[src/rtl/mac_seq_ctrl_if.sv]
// Bundle of the sequencer's job-command, operand-stream, MAC-drive and
// result-handshake signals. The controller takes the slave view; whatever
// drives jobs, supplies operands and hosts the MAC takes the master view.
interface mac_seq_ctrl_if #(
  parameter int LEN_W = 8
);
  logic             cmd_valid;
  logic             cmd_ready;
  logic [LEN_W-1:0] cmd_len;
  logic             cmd_mode;
  logic             cmd_sat;
  logic             op_valid;
  logic             op_ready;
  logic [15:0]      op_a;
  logic [15:0]      op_b;
  logic [2:0]       mac_instruction;
  logic [15:0]      mac_multiplier;
  logic [15:0]      mac_multiplicand;
  logic             mac_stall;
  logic [31:0]      mac_result;
  logic [7:0]       mac_protect;
  logic             res_valid;
  logic             res_ready;
  logic [31:0]      res_data;
  logic [7:0]       res_protect;
  logic             busy;

  modport slave (
    input  cmd_valid, cmd_len, cmd_mode, cmd_sat,
    input  op_valid, op_a, op_b,
    input  mac_result, mac_protect,
    input  res_ready,
    output cmd_ready, op_ready,
    output mac_instruction, mac_multiplier, mac_multiplicand, mac_stall,
    output res_valid, res_data, res_protect, busy
  );

  modport master (
    output cmd_valid, cmd_len, cmd_mode, cmd_sat,
    output op_valid, op_a, op_b,
    output mac_result, mac_protect,
    output res_ready,
    input  cmd_ready, op_ready,
    input  mac_instruction, mac_multiplier, mac_multiplicand, mac_stall,
    input  res_valid, res_data, res_protect, busy
  );
endinterface

[src/rtl/mac_seq_ctrl.sv]
// Dot-product job sequencer for the two-stage pipelined 16-bit MAC.
// Streams operand pairs with load/accumulate opcodes, optionally appends a
// saturate opcode, lets the MAC pipeline drain and then holds the final
// result and guard bits until the consumer takes them.
module mac_seq_ctrl #(
  parameter int LEN_W   = 8,
  parameter int MAC_LAT = 3
) (
  input  logic           clk,
  input  logic           reset_n,
  mac_seq_ctrl_if.slave  bus
);

  localparam logic [2:0] S_IDLE  = 3'd0;
  localparam logic [2:0] S_ISSUE = 3'd1;
  localparam logic [2:0] S_SAT   = 3'd2;
  localparam logic [2:0] S_DRAIN = 3'd3;
  localparam logic [2:0] S_DONE  = 3'd4;

  localparam logic [2:0] OP_NOP     = 3'b000;
  localparam logic [2:0] OP_LOAD16  = 3'b001;
  localparam logic [2:0] OP_ACC16   = 3'b010;
  localparam logic [2:0] OP_SAT16   = 3'b011;
  localparam logic [2:0] OP_LOAD8X2 = 3'b101;
  localparam logic [2:0] OP_ACC8X2  = 3'b110;
  localparam logic [2:0] OP_SAT8X2  = 3'b111;

  localparam int              CNT_W      = (MAC_LAT > 1) ? $clog2(MAC_LAT) : 1;
  localparam logic [CNT_W-1:0] DRAIN_LAST = CNT_W'(MAC_LAT - 1);

  logic [2:0]       state;
  logic [LEN_W-1:0] len_rem;
  logic             mode_r;
  logic             sat_r;
  logic             first_r;
  logic [CNT_W-1:0] drain_cnt;
  logic [31:0]      res_data_r;
  logic [7:0]       res_protect_r;

  logic take_op;
  logic last_op;

  assign take_op = (state == S_ISSUE) && bus.op_valid;
  assign last_op = take_op && (len_rem == LEN_W'(1));

  // Job sequencing: latch the command, count pairs and drain cycles, capture the result.
  always_ff @(posedge clk or negedge reset_n) begin
    if (!reset_n) begin
      state         <= S_IDLE;
      len_rem       <= '0;
      mode_r        <= 1'b0;
      sat_r         <= 1'b0;
      first_r       <= 1'b0;
      drain_cnt     <= '0;
      res_data_r    <= '0;
      res_protect_r <= '0;
    end else begin
      case (state)
        S_IDLE: begin
          if (bus.cmd_valid) begin
            mode_r    <= bus.cmd_mode;
            sat_r     <= bus.cmd_sat;
            first_r   <= 1'b1;
            len_rem   <= bus.cmd_len;
            drain_cnt <= '0;
            if (bus.cmd_len == '0) begin
              res_data_r    <= '0;
              res_protect_r <= '0;
              state         <= S_DONE;
            end else begin
              state <= S_ISSUE;
            end
          end
        end
        S_ISSUE: begin
          if (take_op) begin
            first_r <= 1'b0;
            len_rem <= len_rem - LEN_W'(1);
            if (last_op) begin
              state <= sat_r ? S_SAT : S_DRAIN;
            end
          end
        end
        S_SAT: begin
          state <= S_DRAIN;
        end
        S_DRAIN: begin
          // The clearing nops behind the last real opcode reach the accumulator
          // no earlier than this edge, so the sampled value is the job result.
          if (drain_cnt == DRAIN_LAST) begin
            res_data_r    <= bus.mac_result;
            res_protect_r <= bus.mac_protect;
            state         <= S_DONE;
          end else begin
            drain_cnt <= drain_cnt + CNT_W'(1);
          end
        end
        S_DONE: begin
          if (bus.res_ready) begin
            state <= S_IDLE;
          end
        end
        default: begin
          state <= S_IDLE;
        end
      endcase
    end
  end

  // MAC drive: operands pass straight through while issuing; a missing pair stalls the whole MAC.
  always_comb begin
    bus.mac_instruction  = OP_NOP;
    bus.mac_multiplier   = 16'h0000;
    bus.mac_multiplicand = 16'h0000;
    bus.mac_stall        = 1'b0;
    case (state)
      S_ISSUE: begin
        bus.mac_multiplier   = bus.op_a;
        bus.mac_multiplicand = bus.op_b;
        bus.mac_stall        = !bus.op_valid;
        if (first_r) begin
          bus.mac_instruction = mode_r ? OP_LOAD8X2 : OP_LOAD16;
        end else begin
          bus.mac_instruction = mode_r ? OP_ACC8X2 : OP_ACC16;
        end
      end
      S_SAT: begin
        bus.mac_instruction = mode_r ? OP_SAT8X2 : OP_SAT16;
      end
      default: begin
        bus.mac_instruction = OP_NOP;
      end
    endcase
  end

  assign bus.cmd_ready   = (state == S_IDLE);
  assign bus.op_ready    = (state == S_ISSUE);
  assign bus.res_valid   = (state == S_DONE);
  assign bus.busy        = (state != S_IDLE);
  assign bus.res_data    = res_data_r;
  assign bus.res_protect = res_protect_r;

endmodule

[src/flat_wrapper.sv]
// flat-port wrapper written by rule: the top's interface ports become plain ports
module mac_seq_ctrl_flat 
#(
  parameter int LEN_W   = 8,
  parameter int MAC_LAT = 3
)
  (clk, reset_n, bus_cmd_valid, bus_cmd_len, bus_cmd_mode, bus_cmd_sat, bus_op_valid, bus_op_a, bus_op_b, bus_mac_result, bus_mac_protect, bus_res_ready, bus_cmd_ready, bus_op_ready, bus_mac_instruction, bus_mac_multiplier, bus_mac_multiplicand, bus_mac_stall, bus_res_valid, bus_res_data, bus_res_protect, bus_busy);
  mac_seq_ctrl_if #(.LEN_W(LEN_W)) bus_i ();
  input  logic clk;
  input  logic reset_n;
  input wire logic [$bits(bus_i.cmd_valid)-1:0] bus_cmd_valid;
  input wire logic [$bits(bus_i.cmd_len)-1:0] bus_cmd_len;
  input wire logic [$bits(bus_i.cmd_mode)-1:0] bus_cmd_mode;
  input wire logic [$bits(bus_i.cmd_sat)-1:0] bus_cmd_sat;
  input wire logic [$bits(bus_i.op_valid)-1:0] bus_op_valid;
  input wire logic [$bits(bus_i.op_a)-1:0] bus_op_a;
  input wire logic [$bits(bus_i.op_b)-1:0] bus_op_b;
  input wire logic [$bits(bus_i.mac_result)-1:0] bus_mac_result;
  input wire logic [$bits(bus_i.mac_protect)-1:0] bus_mac_protect;
  input wire logic [$bits(bus_i.res_ready)-1:0] bus_res_ready;
  output wire logic [$bits(bus_i.cmd_ready)-1:0] bus_cmd_ready;
  output wire logic [$bits(bus_i.op_ready)-1:0] bus_op_ready;
  output wire logic [$bits(bus_i.mac_instruction)-1:0] bus_mac_instruction;
  output wire logic [$bits(bus_i.mac_multiplier)-1:0] bus_mac_multiplier;
  output wire logic [$bits(bus_i.mac_multiplicand)-1:0] bus_mac_multiplicand;
  output wire logic [$bits(bus_i.mac_stall)-1:0] bus_mac_stall;
  output wire logic [$bits(bus_i.res_valid)-1:0] bus_res_valid;
  output wire logic [$bits(bus_i.res_data)-1:0] bus_res_data;
  output wire logic [$bits(bus_i.res_protect)-1:0] bus_res_protect;
  output wire logic [$bits(bus_i.busy)-1:0] bus_busy;
  assign bus_i.cmd_valid = bus_cmd_valid;
  assign bus_i.cmd_len = bus_cmd_len;
  assign bus_i.cmd_mode = bus_cmd_mode;
  assign bus_i.cmd_sat = bus_cmd_sat;
  assign bus_i.op_valid = bus_op_valid;
  assign bus_i.op_a = bus_op_a;
  assign bus_i.op_b = bus_op_b;
  assign bus_i.mac_result = bus_mac_result;
  assign bus_i.mac_protect = bus_mac_protect;
  assign bus_i.res_ready = bus_res_ready;
  assign bus_cmd_ready = bus_i.cmd_ready;
  assign bus_op_ready = bus_i.op_ready;
  assign bus_mac_instruction = bus_i.mac_instruction;
  assign bus_mac_multiplier = bus_i.mac_multiplier;
  assign bus_mac_multiplicand = bus_i.mac_multiplicand;
  assign bus_mac_stall = bus_i.mac_stall;
  assign bus_res_valid = bus_i.res_valid;
  assign bus_res_data = bus_i.res_data;
  assign bus_res_protect = bus_i.res_protect;
  assign bus_busy = bus_i.busy;
  mac_seq_ctrl #(.LEN_W(LEN_W), .MAC_LAT(MAC_LAT)) u_core (.clk(clk), .reset_n(reset_n), .bus(bus_i));
endmodule
[config.mk]
export PLATFORM = sky130hd
export DESIGN_NAME = mac_seq_ctrl_flat
export DESIGN_NICKNAME = d
export VERILOG_FILES = /design/src/rtl/mac_seq_ctrl_if.sv /design/src/rtl/mac_seq_ctrl.sv /design/src/flat_wrapper.sv
export SDC_FILE = /design/constraint.sdc
export NUM_CORES = 1
export LEC_CHECK = 0
export BUFFER_PORTS_ARGS = -buffer_cell sky130_fd_sc_hd__buf_2
export CELL_PAD_IN_SITES_DETAIL_PLACEMENT = 1
export CELL_PAD_IN_SITES_GLOBAL_PLACEMENT = 1
export CORE_MARGIN = 2
export CORE_UTILIZATION = 28
export CTS_CLUSTER_DIAMETER = 80
export DETAILED_ROUTE_END_ITERATION = 12
export HOLD_SLACK_MARGIN = 0.05
export PLACE_DENSITY_LB_ADDON = 0.3
export SYNTH_ARGS = -nofsm -noshare
export SYNTH_HDL_FRONTEND = slang
export SYNTH_SLANG_ARGS = --single-unit
[constraint.sdc]
create_clock -name clk -period 1.8 [get_ports clk]
set_input_delay 0 -clock clk [delete_from_list [all_inputs] [get_ports clk]]
set_output_delay 0 -clock clk [all_outputs]
set_load 0.01 [all_outputs]
### Yosys cells after proc, flatten, opt, wreduce, memory -nomap -nowiden

Index checks and enable logic that the tools add are counted.

| storage, ports and cells | value |
|---|---|
| bits in registers | 56 |
| bits of input ports | 87 |
| output and inout port bits | 80 |
| logic and storage cells | 69 |

| cells by class | value |
|---|---|
| add/sub/neg operators | 2 |
| equality and inequality tests | 13 |
| multiplexer cells | 33 |
| reductions and logical operators | 13 |

Operator list:

| kind | number |
|---|---|
| $mux W32 | 3 |
| $pmux W32 S2 | 1 |
| $mux W8 | 5 |
| $mux W16 | 2 |
| $pmux W8 S2 | 2 |
| $mux W3 | 10 |
| $pmux W3 S5 | 1 |
| $eq A8 B1 Y1 const B | 1 |
| $logic_not A8 Y1 | 1 |
| $ne A2 B1 Y1 const B | 4 |
| $sub A8 B1 Y8 const B | 1 |
| $eq A3 B2 Y1 const B | 2 |
| $ne A2 B2 Y1 const B | 3 |
| $pmux W3 S2 | 1 |
| $reduce_and A3 Y1 | 2 |
| $reduce_and A5 Y1 | 1 |
| $mux W1 | 4 |
| $mux W2 | 2 |
| $pmux W2 S2 | 1 |
| $reduce_and A4 Y1 | 1 |
| $reduce_bool A2 Y1 | 2 |
| $eq A3 B1 Y1 const B | 1 |
| $eq A3 B3 Y1 const B | 1 |
| $logic_not A3 Y1 | 1 |
| 7 further kinds | 8 |

### Longest topological paths before layout

Gate-level depths: netlist of run 1.

| depth | value |
|---|---|
| depth in word-level cells | 6 |
| mapped depth | 8 |
| mapped depth without buffers | 6 |

### Worst setup path before layout of run 1

No wires, ideal clock.

| path | value |
|---|---|
| path kind | register -> register |
| from | register u_core.state[2] |
| to | register u_core.res_data_r[0] (netlist: u_core.bus.res_data[0]) |
| setup time | 0.121 ns |
| arrival | 1.686 ns |
| data required time | 1.679 ns |
| slack | -0.007 ns |
| cell stages (with the launch flop) | 8 |
| buffers on the path | 3 |
| period minus slack after synthesis | 1.807 ns |
| cell sequence | dfrtp_1 > buf_6 > or4b_4 > buf_6 > nor3_4 > nor2_2 > buf_6 > a22o_1 |

| between the ends | value |
|---|---|
| word-level cells in the longest chain between the ends | 3 |
| elaborated cells between the ends (all ways) | 8 |
| classes of those cells | eq/ne: 4; mux: 1; reduce/logical: 3 |

RTL lines:

| element | line | text |
|---|---|---|
| start: declaration | mac_seq_ctrl.sv:31 | `logic [2:0] state;` |
| start signal: assignment | mac_seq_ctrl.sv:80 | `state <= sat_r ? S_SAT : S_DRAIN;` |
| $eq A3 B2 Y1 or $logic_not A3 Y1 (tied branches) | mac_seq_ctrl.sv:58 | `case (state)` |
| $ne A2 B1 Y1 (no source line), or another cell as far along | n/a |  |
| $reduce_and A4 Y1 (no source line) | n/a |  |
| end signal: assignment | mac_seq_ctrl.sv:91 | `res_data_r <= bus.mac_result;` |
| end: declaration | mac_seq_ctrl.sv:37 | `logic [31:0] res_data_r;` |

Parallel ways exist; a longest one is shown, timed or not.
A chain may end at the register's enable or synchronous reset.

### Worst setup path after layout of run 1

| path | value |
|---|---|
| from | input port bus_cmd_len[7] |
| to | register u_core.res_protect_r[3] (netlist: u_core.bus.res_protect[3]) |

| between the ends | value |
|---|---|
| word-level cells in the longest chain between the ends | 3 |

RTL lines:

| element | line | text |
|---|---|---|
| start: declaration | flat_wrapper.sv:12 | `input wire logic [$bits(bus_i.cmd_len)-1:0] bus_cmd_len;` |
| $logic_not A8 Y1 | mac_seq_ctrl.sv:66 | `if (bus.cmd_len == '0) begin` |
| $ne A2 B1 Y1 (no source line) | n/a |  |
| $reduce_and A4 Y1 (no source line) | n/a |  |
| end signal: assignment | mac_seq_ctrl.sv:92 | `res_protect_r <= bus.mac_protect;` |
| end: declaration | mac_seq_ctrl.sv:38 | `logic [7:0] res_protect_r;` |

Every way passes these cells.

==> results.sh, run 1 <==
export IMPL_power_w=0.006048
export IMPL_p_per_area_nw_per_um2=1389
export IMPL_hold_viol=0
export IMPL_yosys_warnings=0
export IMPL_synth_area_top_cells="dfrtp_1, a22o_1, and2_1"
export IMPL_avgViaCountPerCell=4.806
export IMPL_grt_pass1_vias=2946
export IMPL_critPathKind="in -> reg"
export IMPL_setup_viol=0
export IMPL_grt_overflow=0
export IMPL_place_gp_congestion=0.7713
export IMPL_clk_pin_slew_worst_paths_ns=0.10
export IMPL_wire_per_inst_um=16.33
export IMPL_drive_gt1_share_pct=44.64
export IMPL_coreArea_um2=9196
export IMPL_initial_utilization_pct=28.60
export IMPL_critPathArrivalTime_ns=1.96
export IMPL_final_util_pct=47.35
export IMPL_num_antenna_cells=0
export IMPL_firstDrtPassIters=4
export IMPL_netlist_top_cell_by_area="dfrtp_1"
export IMPL_grt_start_max_net_pins=41
export IMPL_final_min_clock_period_ns=1.759
export IMPL_clk_path_buf_depth=2
export IMPL_synth_commonest_cells="dfrtp_1, a22o_1, and2_1"
export IMPL_worstMarginPinSlew_ns=0.7346
export IMPL_track_usage_pct=17.96
export IMPL_syn_area_um2=2630
export IMPL_cap_violations=0
export IMPL_portBuffers=166
export IMPL_antenna_found_initial=0
export IMPL_instances_no_fill=577
export IMPL_drc=0
export IMPL_worst_slack_ns=0.04134
export IMPL_synth_cell_type_count=40
export IMPL_max_freq_ghz=0.5686
export IMPL_die_y_um=100.9
export IMPL_synth_seq_cells=56
export IMPL_ys_flop_type="dfrtp_1"
export IMPL_fillers=1064
export IMPL_cts_buffers=5
export IMPL_grt_pass1_wl_mm=14.60
export IMPL_crit_required_ns=2.00
export IMPL_yosysMostFrequentCell="dfrtp_1"
export IMPL_vias=2773
export IMPL_ys_seq_area_share_pct=53.28
export IMPL_crit_path_end_kind="register"
export IMPL_wl_mm=9.424
export IMPL_skew_ns=0.006350
export IMPL_synth_async_reset_ratio_pct=100.0
export IMPL_rows=35
export IMPL_clk_latency_ns=0.31
export IMPL_crit_fanout=10
export IMPL_synth_top_cell_area_share_pct=53.28
export IMPL_outcome="completed"
export IMPL_die_area_um2=10180
export IMPL_min_period_over_period_pct=97.70
export IMPL_io_pin_count=167
export IMPL_syn_nets=327
export IMPL_leakage_nw=2.308
export IMPL_max_slew_margin_pct=51.03
export IMPL_die_w_um=100.9
export IMPL_worstSetupStartpointType="primary input"
export IMPL_final_max_slew_violation_count=0
export IMPL_finalSetupTns_ns=0
export IMPL_ir_drop_v=0.0004834
export IMPL_dp_hpwl_mm=6.227
export IMPL_cts_tree="done"
export IMPL_area_delta_synth_final_pct=65.56
export IMPL_hp_class="in -> reg"
export IMPL_synth_avg_cell_area_um2=11.10
export IMPL_dp_cells=513
export IMPL_fin_nets=555
export IMPL_cts_root_buf="clkbuf_8"
export IMPL_synth_edf_count=0
export IMPL_dr_first_iter_drc_count=80
export IMPL_place_worst_setup_slack_ns=-0.1064
export IMPL_ant_nets=0
export IMPL_htree_levels=2
export IMPL_syn_inst=237
export IMPL_cts_sinks=56
## metal layers
metal	up-vias	part of all wire [%]	global-route usage, %	wire length [µm]
li1	1312	-	-	-
met1	1352	42	22.06	3931
met2	105	53	33.38	4992
met3	4	4.8	2.774	456
met4	0	0.46	3.326	43
met5	-	0	0	0
## metrics by stage
| stage | area (µm²) | hold WS, ns |
|---|---|---|
| 4_1_cts | 4229 | 0.08482 |
| 5_1_grt | 4354 | 0.08820 |
| 6_report | 4354 | 0.08937 |
| 3_5_place_dp | 3623 | 0.1107 |
| 2_1_floorplan | 2635 | -0.2956 |
| 3_3_place_gp | 3623 | 0.1081 |
## layout by cell type (no fill, tap or decap), types with 2 or more instances in the layout
master	instances
buf_2	166
dfrtp_1	56
dlygate4sd3_1	49
a22o_1	40
and2_1	31
a21oi_1	13
buf_4	12
nand2_1	9
o21ai_0	9
inv_1	8
nor2_1	7
nand3_1	5
clkbuf_8	5
buf_12	4
nor3_1	3
nor2_4	3
ha_1	3
nor2b_1	2
nand2b_1	2
or4_1	2
a21o_1	2
o211ai_1	2
or3_1	2
and3_1	2
o22a_1	2
mux2_2	2
o32ai_1	2
## path summary, 6_finish.rpt
kind,startpoint,endpoint,slack [ns],cells after the start
worst max register to register,u_core.state[2]$_DFFE_PN0P_,u_core.bus.res_protect[3]$_DFFE_PN0P_,0.05,5
min in group asynchronous,reset_n,u_core.bus.res_protect[4]$_DFFE_PN0P_,0.30,2
worst min register to register,u_core.sat_r$_DFFE_PN0P_,u_core.state[0]$_DFFE_PN0P_,0.46,1
max in group asynchronous,reset_n,u_core.bus.res_data[31]$_DFFE_PN0P_,0.81,3
worst max-delay path,bus_cmd_len[7],u_core.bus.res_protect[3]$_DFFE_PN0P_,0.04,7
worst min-delay path,bus_cmd_valid,u_core.state[0]$_DFFE_PN0P_,0.09,4
## state kept, by name, indices dropped and copies added (netlist names)
signal	flops
u_core.bus.res_data	32
u_core.bus.res_protect	8
u_core.len_rem	8
u_core.state	3
u_core.drain_cnt	2
u_core.first_r	1
u_core.mode_r	1
u_core.sat_r	1
## report_power, final
part           switching (W)  internal [W]  leakage (nW)  total (W)
registers           0.000368       0.00187         0.730    0.00224
clock network       0.000422      0.000278        0.0414   0.000701
logic                0.00153       0.00158          1.54    0.00311
total                0.00232       0.00373          2.31    0.00605
## cell type report
| cell class | instances | area (µm²) | area share [%] |
|---|---|---|---|
| Multi-Input combinational cell | 159 | 1141 | 26.21 |
| Tap cell | 111 | 138.9 | 3.190 |
| Timing Repair Buffer | 234 | 1543 | 35.43 |
| Clock buffer | 6 | 72.57 | 1.667 |
| Clock inverter | 2 | 16.27 | 0.3736 |
| Inverter | 9 | 41.29 | 0.9483 |
| Sequential cell | 56 | 1401 | 32.18 |
## what timing repair did
item	in CTS	in global routing
gates cloned	1	3
endpoints found under the setup margin	65	78
endpoints found under the hold margin	78	0
buffers inserted	0	3
resized for setup	5	12
pin swaps	2	2
hold buffers	49	0
## logic make-up (layout without fill, tap and decap cells)
group,after synthesis,in the layout,synth area share (%)
DFF,56,56,53.28
and+or+nand+nor,77,80,17.70
AOI/OAI and AO/OA,74,74,21.17
muxes,2,2,0.8563
adders and majority gates,3,3,1.427
buffers and inverters,25,251,5.566
## critical path: stages
cell           delay [ns]
dlygate4sd3_1        0.54
buf_2                0.14
or4_1                0.56
nor3_4               0.24
buf_12               0.15
nor2_2               0.11
a22o_1               0.21
(Power assumes the default switching activity.)
==> run 2, diff against run 1 <==
- ABC_AREA: default -> 1
- CORE_UTILIZATION: 28 -> 26
==> run 2 against run 1 <==
Synthesized area up 9.0%. Sequential share of layout area down 1.3 points. Non-clock buffer count down 10. First-iteration DRC count up 33%. Clock skew up 0.00072 ns. Critical path type is now reg -> reg. Largest cell class unchanged.
==> results.sh, run 2 <==
export IMPL_dp_hpwl_mm=6.902
export IMPL_hp_class="in -> reg"
export IMPL_min_period_over_period_pct=92.24
export IMPL_clk_latency_ns=0.31
export IMPL_outcome="completed"
export IMPL_grt_util_met1_pct=19.18
export IMPL_antenna_found_initial=0
export IMPL_coreArea_um2=10790
export IMPL_critPathArrivalTime_ns=1.92
export IMPL_critPathKind="reg -> reg"
export IMPL_clk_path_buf_depth=2
export IMPL_synth_commonest_cells="nand2_1, dfrtp_1, nor2_1"
export IMPL_num_antenna_cells=0
export IMPL_dp_cells=693
export IMPL_power_switching_w=0.002913
export IMPL_leakage_nw=2.759
export IMPL_hold_viol=0
export IMPL_largest_reg_flops=32
export IMPL_synth_cell_type_count=23
export IMPL_yosysMostFrequentCell="nand2_1"
export IMPL_rows=38
export IMPL_skew_ns=0.007066
export IMPL_synth_avg_cell_area_um2=7.257
export IMPL_use_met3_pct=3.646
export IMPL_max_stage_delay_ns=0.57
export IMPL_htree_levels=2
export IMPL_crit_required_ns=2.06
export IMPL_regArea_um2=1403
export IMPL_grt_pass1_wl_mm=15.37
export IMPL_vias=3220
export IMPL_max_slew_margin_pct=60.13
export IMPL_pwr_share_comb_pct=50.1
export IMPL_p_seq_share_pct=33.6
export IMPL_track_usage_pct=16.43
export IMPL_final_max_slew_violation_count=0
export IMPL_io_pin_count=167
export IMPL_clk_pin_slew_worst_paths_ns=0.10
export IMPL_firstDrtPassIters=4
export IMPL_p_int_w=0.003920
export IMPL_max_freq_ghz=0.6023
export IMPL_ant_nets=0
export IMPL_cpLargestDelayFamily="buffers and inverters"
export IMPL_ys_flop_type="dfrtp_1"
export IMPL_syn_area_um2=2866
export IMPL_synth_area_top_cells="dfrtp_1, nand2_1, nor2_1"
export IMPL_final_cell_mix="buf_2, nand2_1, nor2_1, dfrtp_1, dlygate4sd3_1"
export IMPL_fin_nets=701
export IMPL_syn_nets=485
export IMPL_power_frac_clock_pct=16.4
export IMPL_wl_mm=9.744
export IMPL_initial_utilization_pct=26.56
export IMPL_area_delta_synth_final_pct=58.32
export IMPL_drc=0
export IMPL_use_met2_pct=30.26
export IMPL_portBuffers=166
export IMPL_finalSetupTns_ns=0
export IMPL_path_buf_inv=1
export IMPL_drive_gt1_share_pct=31.37
export IMPL_final_common_cell="buf_2"
export IMPL_die_y_um=109
export IMPL_crit_path_end_kind="register"
export IMPL_fillers=1398
export IMPL_cp_cell_sequence="nor3_4 -> nand3_1 -> dlygate4sd3_1 -> nand2_1"
export IMPL_syn_inst=395
export IMPL_worstSetupStartpointType="register"
export IMPL_grt_overflow=0
export IMPL_slowest_stage="dlygate4sd3_1"
export IMPL_cts_buffers=5
export IMPL_setup_viol=0
export IMPL_die_area_um2=11880
export IMPL_p_per_area_nw_per_um2=1506
export IMPL_synth_edf_count=0
export IMPL_top_usage_layer="met2"
export IMPL_die_w_um=109
export IMPL_grt_start_max_net_pins=46
export IMPL_synth_seq_cells=56
export IMPL_multi_input_area_um2=1175
export IMPL_cts_sinks=56
export IMPL_avgViaCountPerCell=4.282
export IMPL_worstMarginPinSlew_ns=0.5980
export IMPL_synth_top_cell_area_share_pct=48.89
export IMPL_ys_seq_area_share_pct=48.89
export IMPL_cts_tree="done"
export IMPL_crit_fanout=7
export IMPL_postCtsSetupRepairBufs=0
export IMPL_grt_pass1_vias=3257
export IMPL_wire_per_inst_um=12.96
export IMPL_rsz0062_at_grt="false"
export IMPL_instances_no_fill=752
export IMPL_yosys_warnings=0
export IMPL_netlist_top_cell_by_area="dfrtp_1"
export IMPL_dr_first_iter_drc_count=106
export IMPL_cts_root_buf="clkbuf_8"
export IMPL_cap_violations=0
export IMPL_final_min_clock_period_ns=1.660
export IMPL_netSwitchingFraction_pct=42.63
export IMPL_place_gp_congestion=0.7666
export IMPL_synth_async_reset_ratio_pct=100.0
export IMPL_ir_drop_v=0.0005546
run 2: changes by cell type after synthesis, sizes merged, moves of 6 or more:
| cell | delta |
|---|---|
| clkbuf | -6 |
| and2 | -32 |
| nor2 | +48 |
| a21oi | -11 |
| nand2 | +159 |
| inv | +42 |
| a22o | -40 |
| nand3 | +12 |
run 2: cells by family after synthesis:
family	after synthesis	synth area share, %
buf+inv	66	10.69
simple gates	253	36.05
flops	56	48.89
compound gates	17	3.055
fa+ha+maj	3	1.310
run 2: area by class of cell:
type	instances	share of cell area (%)
multi-input combinational	273	25.89
tap	140	3.860
clock inverter	3	1.985
timing repair buffer	224	31.62
sequential	56	30.91
clock buffer	5	1.516
inverter	51	4.218
run 2: repair_timing:
item / CTS / global route
setup endpoints to repair: 1 / 19
resized for setup: 1 / 4
hold buffers: 51 / 0
hold endpoints to repair: 70 / 0
run 2: routing by layer:
metal | vias up | wire length, µm
met5 | - | 0
met4 | 0 | 134
met3 | 8 | 860
met2 | 127 | 4808
met1 | 1483 | 3941
li1 | 1602 | -
run 2: final timing paths:
| check | startpoint | end | slack [ns] | depth (start not counted) |
|---|---|---|---|---|
| min in group asynchronous | reset_n | u_core.bus.res_data[18]$_DFFE_PN0P_ | 0.22 | 2 |
| worst max register to register | u_core.state[0]$_DFFE_PN0P_ | u_core.sat_r$_DFFE_PN0P_ | 0.14 | 4 |
| max in group asynchronous | reset_n | u_core.bus.res_protect[2]$_DFFE_PN0P_ | 1.00 | 3 |
| worst min-delay path | bus_op_valid | u_core.first_r$_DFFE_PN0P_ | 0.06 | 4 |
| worst min register to register | u_core.bus.res_data[18]$_DFFE_PN0P_ | u_core.bus.res_data[18]$_DFFE_PN0P_ | 0.47 | 2 |
| worst max-delay path | u_core.state[0]$_DFFE_PN0P_ | u_core.sat_r$_DFFE_PN0P_ | 0.14 | 4 |
run 2: worst reg2reg max path: stages (launching register included):
cell	delay, ns
dfrtp_1	0.53
nor3_4	0.34
nand3_1	0.10
dlygate4sd3_1	0.57
nand2_1	0.07
run 2: power by group through the flow:
stage	Combinational, W	Clock [W]	Sequential [W]
finish	0.00342	0.00112	0.00229
global route	0.00390	0.00119	0.00239
CTS	0.00346	0.00116	0.00229
detailed placement	0.00336	0	0.00231
global placement	0.00323	0	0.00229
floorplan	0.00189	0	0.00242
run 2: through the flow:
stage / hold slack [ns] / worst slack [ns] / cell area (µm²) / total power (W) / utilization, %
after floorplan: -0.2956 / 0.4194 / 2867 / 0.004310 / -
after global placement: 0.03897 / 0.2385 / 3855 / 0.005526 / 35.72
after detailed placement: 0.04775 / 0.1767 / 3855 / 0.005661 / 35.72
after CTS: 0.05022 / 0.01498 / 4524 / 0.006915 / 41.92
after global routing: 0.08136 / 0.002475 / 4538 / 0.007482 / 42.05
final: 0.06380 / 0.1396 / 4538 / 0.006832 / 42.05
==> run 3, diff against run 2 <==
- CORE_UTILIZATION: 26 -> 27
- CTS_BUF_LIST: default -> sky130_fd_sc_hd__clkbuf_4 sky130_fd_sc_hd__clkbuf_8
==> run 3 against run 2 <==
Critical path depth did not move. Non-clock buffer count is 4 lower. Hold slack lost 0.012 ns. Maximum frequency is 1.6% higher. Core utilization grew 1.0 points. Critical endpoint unchanged.
==> results.sh, run 3 (synthesis results as in run 2) <==
export IMPL_outcome="completed"
export IMPL_coreArea_um2=10320
export IMPL_drive_gt1_share_pct=31.41
export IMPL_min_period_over_period_pct=90.79
export IMPL_pwr_share_comb_pct=51.6
export IMPL_clk_latency_ns=0.31
export IMPL_ir_drop_v=0.0005225
export IMPL_hp_class="in -> reg"
export IMPL_dpl_cell_area_um2=3830
export IMPL_area_delta_synth_final_pct=55.04
export IMPL_netSwitchingFraction_pct=44.22
export IMPL_num_antenna_cells=0
export IMPL_crit_fanout=7
export IMPL_final_cell_mix="buf_2, nand2_1, nor2_1, dfrtp_1, inv_1"
export IMPL_place_gp_congestion=0.7907
export IMPL_hold_viol=0
export IMPL_power_w=0.006548
export IMPL_dr_first_iter_drc_count=135
export IMPL_power_switching_w=0.002896
export IMPL_grt_pass1_wl_mm=15.91
export IMPL_cts_root_buf="clkbuf_8"
export IMPL_rows=37
export IMPL_rsz0062_at_grt="false"
export IMPL_dp_cells=687
export IMPL_setup_viol=0
export IMPL_critPathKind="reg -> reg"
export IMPL_instances_no_fill=744
export IMPL_cts_sinks=56
export IMPL_die_y_um=107.0
export IMPL_clk_path_buf_depth=2
export IMPL_htree_levels=2
export IMPL_cts_tree="done"
export IMPL_worstMarginPinSlew_ns=0.6089
export IMPL_skew_ns=0.006613
export IMPL_io_pin_count=167
export IMPL_leakage_nw=2.731
export IMPL_vias=3196
export IMPL_die_area_um2=11460
export IMPL_antenna_found_initial=0
export IMPL_crit_required_ns=2.05
export IMPL_max_freq_ghz=0.6119
export IMPL_grt_start_max_net_pins=46
export IMPL_p_int_w=0.003652
export IMPL_p_per_area_nw_per_um2=1473
export IMPL_track_usage_pct=17.08
export IMPL_crit_path_end_kind="register"
export IMPL_worstSetupStartpointType="register"
export IMPL_max_slew_margin_pct=59.41
export IMPL_grt_pass1_vias=3380
export IMPL_p_seq_share_pct=34.9
export IMPL_cts_buffers=5
export IMPL_initial_utilization_pct=27.77
export IMPL_power_frac_clock_pct=13.5
export IMPL_dp_hpwl_mm=6.787
export IMPL_final_area_um2=4444
export IMPL_die_w_um=107.0
export IMPL_grt_overflow=0
export IMPL_largest_reg_flops=32
export IMPL_avgViaCountPerCell=4.296
export IMPL_clk_pin_slew_worst_paths_ns=0.10
export IMPL_ant_nets=0
export IMPL_portBuffers=166
export IMPL_wire_per_inst_um=12.89
export IMPL_firstDrtPassIters=5
export IMPL_final_max_slew_violation_count=0
export IMPL_finalSetupTns_ns=0
export IMPL_cap_violations=0
export IMPL_final_util_pct=43.05
export IMPL_wl_mm=9.591
export IMPL_fin_nets=697
export IMPL_final_common_cell="buf_2"
export IMPL_critPathArrivalTime_ns=1.89
export IMPL_drc=0
export IMPL_final_min_clock_period_ns=1.634
==> run 3: what timing repair did <==
item,4_1_cts,5_1_grt
hold buffers,48,0
endpoints found under the hold margin,68,0
setup endpoints to repair,1,14
pin swaps,0,1
resized for setup,1,2
setup buffers,0,1
==> run 3: critical path, stage by stage, from the launching register on <==
cell	delay [ns]
dfrtp_1	0.52
nor3_4	0.31
nand3_1	0.11
dlygate4sd3_1	0.57
nand2_1	0.07
==> run 3: routing by layer <==
metal	routed length [µm]	vias to the layer above	global-route usage, %
met4	75	0	3.340
met2	4789	124	31.92
met1	3942	1473	19.31
met5	0	-	0
li1	-	1593	-
met3	783	6	4.742
==> run 3: path summary, 6_finish.rpt <==
kind	from	to	slack, ns	cells after the start
worst min-delay path	bus_cmd_len[4]	u_core.len_rem[4]$_DFFE_PN0P_	0.05	4
worst min register to register	u_core.bus.res_data[10]$_DFFE_PN0P_	u_core.bus.res_data[10]$_DFFE_PN0P_	0.47	2
min in group asynchronous	reset_n	u_core.bus.res_data[26]$_DFFE_PN0P_	0.22	2
worst max register to register	u_core.state[0]$_DFFE_PN0P_	u_core.sat_r$_DFFE_PN0P_	0.17	4
max in group asynchronous	reset_n	u_core.bus.res_data[0]$_DFFE_PN0P_	0.98	3
worst max-delay path	u_core.state[0]$_DFFE_PN0P_	u_core.sat_r$_DFFE_PN0P_	0.17	4
==> run 3: per-stage QoR <==
stage               worst slack [ns]  hold WS, ns
CTS                          0.03201      0.05333
global route                0.003803      0.06669
detailed placement           0.08838      0.05827
finish                        0.1658      0.05173
global placement              0.1757      0.03565
floorplan                     0.4194      -0.2956
==> run 3: layout make-up <==
cell class / count / area, µm²
flip-flops and latches: 56 / 1403
clock inverters: 2 / 38.79
well taps: 136 / 170.2
inverters: 51 / 191.4
clock buffers: 6 / 82.58
multi-input cells: 273 / 1161
fillers: 1351 / 5879
repair buffers: 220 / 1398
==> run 3: power by group through the flow <==
| stage | Sequential (W) | Clock (W) | Combinational [W] |
|---|---|---|---|
| final | 0.00228 | 0.000885 | 0.00338 |
| after global routing | 0.00238 | 0.000972 | 0.00385 |
| after CTS | 0.00229 | 0.000920 | 0.00340 |
| after detailed placement | 0.00230 | 0 | 0.00331 |
| after global placement | 0.00228 | 0 | 0.00321 |
| after floorplan | 0.00242 | 0 | 0.00189 |
